[config.mk]
export PLATFORM = sky130hd
export DESIGN_NAME = spi_periph_sequencer
export DESIGN_NICKNAME = d
export VERILOG_FILES = /design/src/rtl/spi_seq_pkg.sv /design/src/rtl/spi_sync_edge.sv /design/src/rtl/spi_periph_sequencer.sv
export SDC_FILE = /design/constraint.sdc
export NUM_CORES = 1
export LEC_CHECK = 0
export CORE_UTILIZATION = 43
export CTS_CLUSTER_SIZE = 25
export DETAILED_ROUTE_END_ITERATION = 8
export PLACE_DENSITY = 0.86
export RECOVER_POWER = 50
export SYNTH_ARGS = -nofsm -noshare
export SYNTH_HDL_FRONTEND = slang
export SYNTH_HIERARCHICAL = 1
export SYNTH_SLANG_ARGS = --single-unit
[constraint.sdc]
create_clock -name iCLK -period 2.1 [get_ports iCLK]
set_clock_uncertainty 0.2 [all_clocks]
set_input_delay 0.42 -clock iCLK [delete_from_list [all_inputs] [get_ports iCLK]]
set_output_delay 0.42 -clock iCLK [all_outputs]
set_load 0.02 [all_outputs]
[src/rtl/spi_seq_pkg.sv]
// Shared types and constants for the SPI peripheral sequencer.
package spi_seq_pkg;

  localparam int SEL_W = 16;
  localparam logic [7:0] DUMMY_BYTE = 8'h00;
  localparam logic [7:0] TMO_BYTE = 8'hFF;

  typedef enum logic [2:0] {
    IDLE,
    CMD,
    WR_IDLE,
    WR_REQ,
    RD_REQ,
    RD_WAIT
  } seqState_t;

  function automatic logic [SEL_W-1:0] onehotSel(input logic [3:0] periph);
    onehotSel = SEL_W'(1) << periph;
  endfunction

endpackage

[src/rtl/spi_sync_edge.sv]
// Two-flop synchronizer followed by an edge register; rise/fall are one-cycle pulses.
module spi_sync_edge #(
  parameter logic RST_VAL = 1'b0
) (
  input  logic iCLK,
  input  logic iRST,
  input  logic iASYNC,
  output logic oRISE,
  output logic oFALL
);

  // [0],[1] synchronize; [2] holds the previous synchronized level.
  logic [2:0] pipe;

  always_ff @(posedge iCLK) begin
    if (iRST) pipe <= {3{RST_VAL}};
    else      pipe <= {pipe[1:0], iASYNC};
  end

  assign oRISE = pipe[1] & ~pipe[2];
  assign oFALL = ~pipe[1] & pipe[2];

endmodule

[src/rtl/spi_periph_sequencer.sv]
// System-clock side of the SPI slave: command decode, req/ack bus sequencing, read prefetch.
// Optional ack timeout is enabled with `define SPI_SEQ_TIMEOUT_EN.
module spi_periph_sequencer
  import spi_seq_pkg::*;
#(
  parameter int ADDR_W  = 8,
  parameter int TMO_CYC = 255
) (
  input  logic              iCLK,
  input  logic              iRST,
  input  logic              iSPI_SS_n,
  input  logic              iSPI_WRITE_SIG,
  input  logic              iSPI_READ_SIG,
  input  logic [7:0]        iSPI_RCV_CMD,
  input  logic [7:0]        iSPI_RCV_BYTE,
  output logic [7:0]        oSPI_SEND_BYTE,
  output logic [SEL_W-1:0]  oBUS_SEL,
  output logic [ADDR_W-1:0] oBUS_ADDR,
  output logic [7:0]        oBUS_WDATA,
  output logic              oBUS_WR,
  output logic              oBUS_RD,
  input  logic              iBUS_ACK,
  input  logic [7:0]        iBUS_RDATA,
  output logic              oBUSY,
  output logic              oERR_OVR,
  output logic              oERR_TMO
);

  logic ssRise, ssFall, wrRise, wrFall, rdRise, rdFall;
  logic unused;

  spi_sync_edge #(.RST_VAL(1'b1)) uSyncSs (
    .iCLK(iCLK), .iRST(iRST), .iASYNC(iSPI_SS_n), .oRISE(ssRise), .oFALL(ssFall));
  spi_sync_edge #(.RST_VAL(1'b0)) uSyncWr (
    .iCLK(iCLK), .iRST(iRST), .iASYNC(iSPI_WRITE_SIG), .oRISE(wrRise), .oFALL(wrFall));
  spi_sync_edge #(.RST_VAL(1'b0)) uSyncRd (
    .iCLK(iCLK), .iRST(iRST), .iASYNC(iSPI_READ_SIG), .oRISE(rdRise), .oFALL(rdFall));

  assign unused = wrFall ^ rdFall;

  seqState_t state, stateNxt;
  logic [SEL_W-1:0]  sel, selNxt;
  logic [ADDR_W-1:0] addr, addrNxt;
  logic [7:0]        wdata, wdataNxt, sendByte, sendNxt, pfBuf, pfNxt;
  logic              errOvr, ovrNxt, closePend, closeNxt, cmdSeen, cmdSeenNxt;
  logic              goIdle, reqActive, tmoHit, done;

  // Bus handshake: WR/RD is a request held high until ack is sampled high on a
  // rising edge; it drops the following cycle and is never withdrawn early.
  assign reqActive = (state == WR_REQ) || (state == RD_REQ);
  assign done      = iBUS_ACK | tmoHit;

`ifdef SPI_SEQ_TIMEOUT_EN
  localparam int TW = $clog2(TMO_CYC + 1);
  logic [TW-1:0] tmoCnt;
  logic          tmoErr;

  assign tmoHit = reqActive && !iBUS_ACK && (tmoCnt == TW'(TMO_CYC - 1));

  always_ff @(posedge iCLK) begin
    if (iRST) begin
      tmoCnt <= '0;
      tmoErr <= 1'b0;
    end else begin
      if (reqActive && !iBUS_ACK && !tmoHit) tmoCnt <= tmoCnt + TW'(1);
      else                                   tmoCnt <= '0;
      if (tmoHit) tmoErr <= 1'b1;
    end
  end

  assign oERR_TMO = tmoErr;
`else
  assign tmoHit   = 1'b0;
  assign oERR_TMO = 1'b0;
`endif

  always_comb begin
    stateNxt   = state;
    selNxt     = sel;
    addrNxt    = addr;
    wdataNxt   = wdata;
    sendNxt    = sendByte;
    pfNxt      = pfBuf;
    ovrNxt     = errOvr;
    closeNxt   = closePend;
    cmdSeenNxt = cmdSeen;
    goIdle     = 1'b0;
    case (state)
      IDLE: begin
        closeNxt   = 1'b0;
        cmdSeenNxt = 1'b0;
        if (ssFall) stateNxt = CMD;
      end
      CMD: begin
        // First read strobe starts the command byte; the second ends it.
        if (ssRise) goIdle = 1'b1;
        else if (rdRise) begin
          if (cmdSeen) begin
            selNxt   = onehotSel(iSPI_RCV_CMD[6:3]);
            addrNxt  = ADDR_W'(iSPI_RCV_CMD[2:0]);
            sendNxt  = DUMMY_BYTE;
            stateNxt = iSPI_RCV_CMD[7] ? WR_IDLE : RD_REQ;
          end else begin
            cmdSeenNxt = 1'b1;
          end
        end
      end
      WR_IDLE: begin
        if (ssRise) goIdle = 1'b1;
        else if (wrRise) begin
          wdataNxt = iSPI_RCV_BYTE;
          stateNxt = WR_REQ;
        end
      end
      WR_REQ: begin
        if (wrRise) ovrNxt = 1'b1;
        if (ssRise) closeNxt = 1'b1;
        if (done) begin
          addrNxt = addr + ADDR_W'(1);
          if (closePend || ssRise) goIdle = 1'b1;
          else                     stateNxt = WR_IDLE;
        end
      end
      RD_REQ: begin
        // Byte started before the fetch landed: shift out the dummy instead.
        if (rdRise) begin
          sendNxt = DUMMY_BYTE;
          ovrNxt  = 1'b1;
        end
        if (ssRise) closeNxt = 1'b1;
        if (done) begin
          pfNxt   = iBUS_ACK ? iBUS_RDATA : TMO_BYTE;
          addrNxt = addr + ADDR_W'(1);
          if (closePend || ssRise) goIdle = 1'b1;
          else                     stateNxt = RD_WAIT;
        end
      end
      RD_WAIT: begin
        if (ssRise) goIdle = 1'b1;
        else if (rdRise) begin
          sendNxt  = pfBuf;
          stateNxt = RD_REQ;
        end
      end
      default: goIdle = 1'b1;
    endcase
    if (goIdle) begin
      stateNxt = IDLE;
      selNxt   = '0;
      addrNxt  = '0;
      wdataNxt = '0;
      sendNxt  = DUMMY_BYTE;
    end
  end

  always_ff @(posedge iCLK) begin
    if (iRST) begin
      state     <= IDLE;
      sel       <= '0;
      addr      <= '0;
      wdata     <= '0;
      sendByte  <= '0;
      pfBuf     <= '0;
      errOvr    <= 1'b0;
      closePend <= 1'b0;
      cmdSeen   <= 1'b0;
    end else begin
      state     <= stateNxt;
      sel       <= selNxt;
      addr      <= addrNxt;
      wdata     <= wdataNxt;
      sendByte  <= sendNxt;
      pfBuf     <= pfNxt;
      errOvr    <= ovrNxt;
      closePend <= closeNxt;
      cmdSeen   <= cmdSeenNxt;
    end
  end

  assign oSPI_SEND_BYTE = sendByte;
  assign oBUS_SEL       = sel;
  assign oBUS_ADDR      = addr;
  assign oBUS_WDATA     = wdata;
  assign oBUS_WR        = (state == WR_REQ);
  assign oBUS_RD        = (state == RD_REQ);
  assign oBUSY          = (state != IDLE);
  assign oERR_OVR       = errOvr;

endmodule

==> impl_metrics.py <==
metrics = {
    "sta": {
        "fin_crit_sh_pct": 96.02,
        "final.min_clock_period_ps": 2016,
        "finalHoldViolCount": 0,
        "slew_viol_final": 0,
        "setup_viol": 0,
        "tns_ps": 0,
        "holdWs_ps": 216.4,
        "rsz0062_at_grt": "false",
        "max_slew.worst_pin.slew_ps": 758.5,
        "fmax_ghz": 0.4959,
        "worst_slew_margin_rel_pct": 49.43,
    },
    "power": {
        "p_leak_nw": 1.407,
        "pwr-share-comb_pct": 6.4,
        "pwr-share-clk_pct": 39.6,
        "peakVddDrop_mv": 0.4576,
        "power_frac_seq_pct": 54.0,
        "pwr_density_cell_mw_per_mm2": 603.8,
        "switching_share_pct": 22.56,
        "p_switching_w": 0.0005042,
        "p_int_w": 0.001730,
    },
    "route": {
        "drc": 0,
        "vias_per_cell": 5.114,
        "wire_per_inst_um": 12.84,
        "via_count": 2414,
        "dr.pass1.iters": 4,
        "drt_iter0_drc": 97,
        "routed_wl_mm": 6.062,
        "drtAntennaViolNets": 0,
    },
    "worst_setup_path": {
        "crit_chain": "or3_1 > clkdlybuf4s15_1",
        "slowest_delay_ps": 400,
        "critPathLaunchType": "flop",
        "setup.worst_path.class": "reg -> out",
        "crit_family": "simple AND/OR/NAND/NOR gates",
        "critical_path_required_ps": 1480,
        "crit_path_max_fanout": 8,
        "arrival_ps": 1400,
        "crit_buf_inv": 1,
        "worstSetupEndpointType": "primary output",
        "slowest_stage": "or3_1",
    },
    "die": {
        "die_area_mm2": 0.006499,
        "boundaryPins": 75,
        "core-area_mm2": 0.005956,
        "start_util_pct": 44.62,
        "std_cell_rows": 28,
        "die_x_um": 80.62,
        "die_h_um": 80.62,
    },
    "logic_synthesis": {
        "syn_inst": 307,
        "syn_area_mm2": 0.002658,
        "syn_area_per_cell_um2": 8.657,
        "syn_nets": 338,
        "yosysWarnings": 6,
    },
    "finish": {
        "drive_gt1_share_pct": 11.34,
        "regArea_mm2": 0.001264,
        "synthToLayoutAreaGrowth_pct": 39.27,
        "multi_input_area_mm2": 0.001280,
        "layout_common_cells": "dfxtp_1 (61), a21oi_1 (46), clkdlybuf4s50_1 (46), nor2_1 (35), nand2_1 (32)",
        "fillers": 522,
        "antennaDiodeCount": 0,
        "design_area_mm2": 0.003701,
        "final_common_cell": "dfxtp_1",
        "finalNetCount": 424,
    },
    "placement": {
        "place_congestion": 0.9087,
        "detailed_place.area_mm2": 0.003536,
        "dpl.hpwl_mm": 4.578,
        "numPortBuffers": 73,
    },
    "min_path": {
        "hold_path_class": "reg -> reg",
    },
    "clocking": {
        "cts-htree-levels": 3,
        "tritoncts": "yes",
        "clk_latency_ps": 330,
        "clk_pin_slew_ps": 70,
        "cts_hold_buf": 0,
        "numCtsBuffers": 9,
        "cts_num_sinks": 63,
        "clockBufferDepth": 2,
        "root_buffer": "clkbuf_8",
    },
    "global_routing": {
        "grt_pass1_wl_mm": 9.963,
        "grt_overflow_total": 0,
        "grt.total_usage_pct": 20.13,
        "grt_pass1_vias": 2252,
        "antenna_found_initial": 0,
        "grt_max_degree": 33,
    },
    "flow_run": {
        "max_cap_viol_count": 0,
    },
    "status": {
        "status": "completed",
    },
}
==> final timing paths <==
check / cells after the start / slack (ps) / from / to
hold reg to reg: 1 / 220 / uSyncSs/pipe[0] / uSyncSs/pipe[1]
hold / removal: 1 / 220 / uSyncSs/pipe[0] / uSyncSs/pipe[1]
setup / recovery: 2 / 80 / state[1] / oBUSY
setup reg to reg: 6 / 180 / uSyncSs/pipe[1] / oBUS_ADDR[0]
==> layer usage <==
metal / GRT usage, % / up-vias / routed length (um)
li1: - / 1232 / -
met1: 23.45 / 1104 / 2605
met2: 34.92 / 73 / 3029
met3: 4.886 / 5 / 366
met4: 8.393 / 0 / 61
met5: 0 / - / 0
==> worst reg2reg max path, cell delays in order, from the launching register on <==
cell	delay, ps
dfxtp_1	340
nor2b_1	180
clkbuf_1	260
a21oi_1	110
o311ai_4	410
buf_4	240
a211oi_1	60
==> per-stage QoR <==
| step | total power [W] | util [%] | setup WS (ps) | std cells |
|---|---|---|---|---|
| final | 0.002235 | 62.14 | 83.62 | 472 |
| after global routing | 0.002332 | 62.14 | 14.41 | 472 |
| after CTS | 0.002268 | 62.10 | 36.58 | 472 |
| after global placement | 0.001375 | 59.37 | 37.12 | 457 |
| after floorplan | 0.001287 | - | 209.5 | 307 |
| after detailed placement | 0.001377 | 59.37 | -6.984 | 457 |
==> repair_timing <==
| item | 4_1_cts | 5_1_grt |
|---|---|---|
| buffers inserted | 0 | 0 |
| endpoints found under the setup margin | 3 | 4 |
| resized for setup | 5 | 3 |
==> power groups by stage <==
stage / Sequential, W / Clock, W / Combinational (W)
after floorplan: 0.00123 / 0 / 0.0000547
after global placement: 0.00123 / 0 / 0.000142
after detailed placement: 0.00123 / 0 / 0.000143
after CTS: 0.00121 / 0.000917 / 0.000144
after global routing: 0.00121 / 0.000970 / 0.000154
final: 0.00121 / 0.000884 / 0.000143
==> cell type report <==
cell class | count | share of cell area, %
inverters | 3 | 0.3043
flip-flops and latches | 63 | 34.14
clock inverters | 4 | 0.6085
multi-input cells | 224 | 34.58
repair buffers | 92 | 24.00
well taps | 75 | 2.535
clock buffers | 11 | 3.820
==> state kept, by name (all words and copies together), names as in the netlist, 3 cells and up <==
name and count:
oBUS_ADDR 8, oBUS_SEL 16, oBUS_WDATA 8, oSPI_SEND_BYTE 8
pfBuf 8, state 3, uSyncRd/pipe 3, uSyncSs/pipe 3
uSyncWr/pipe 3
Note: power is estimated with default switching activity, not from simulation.
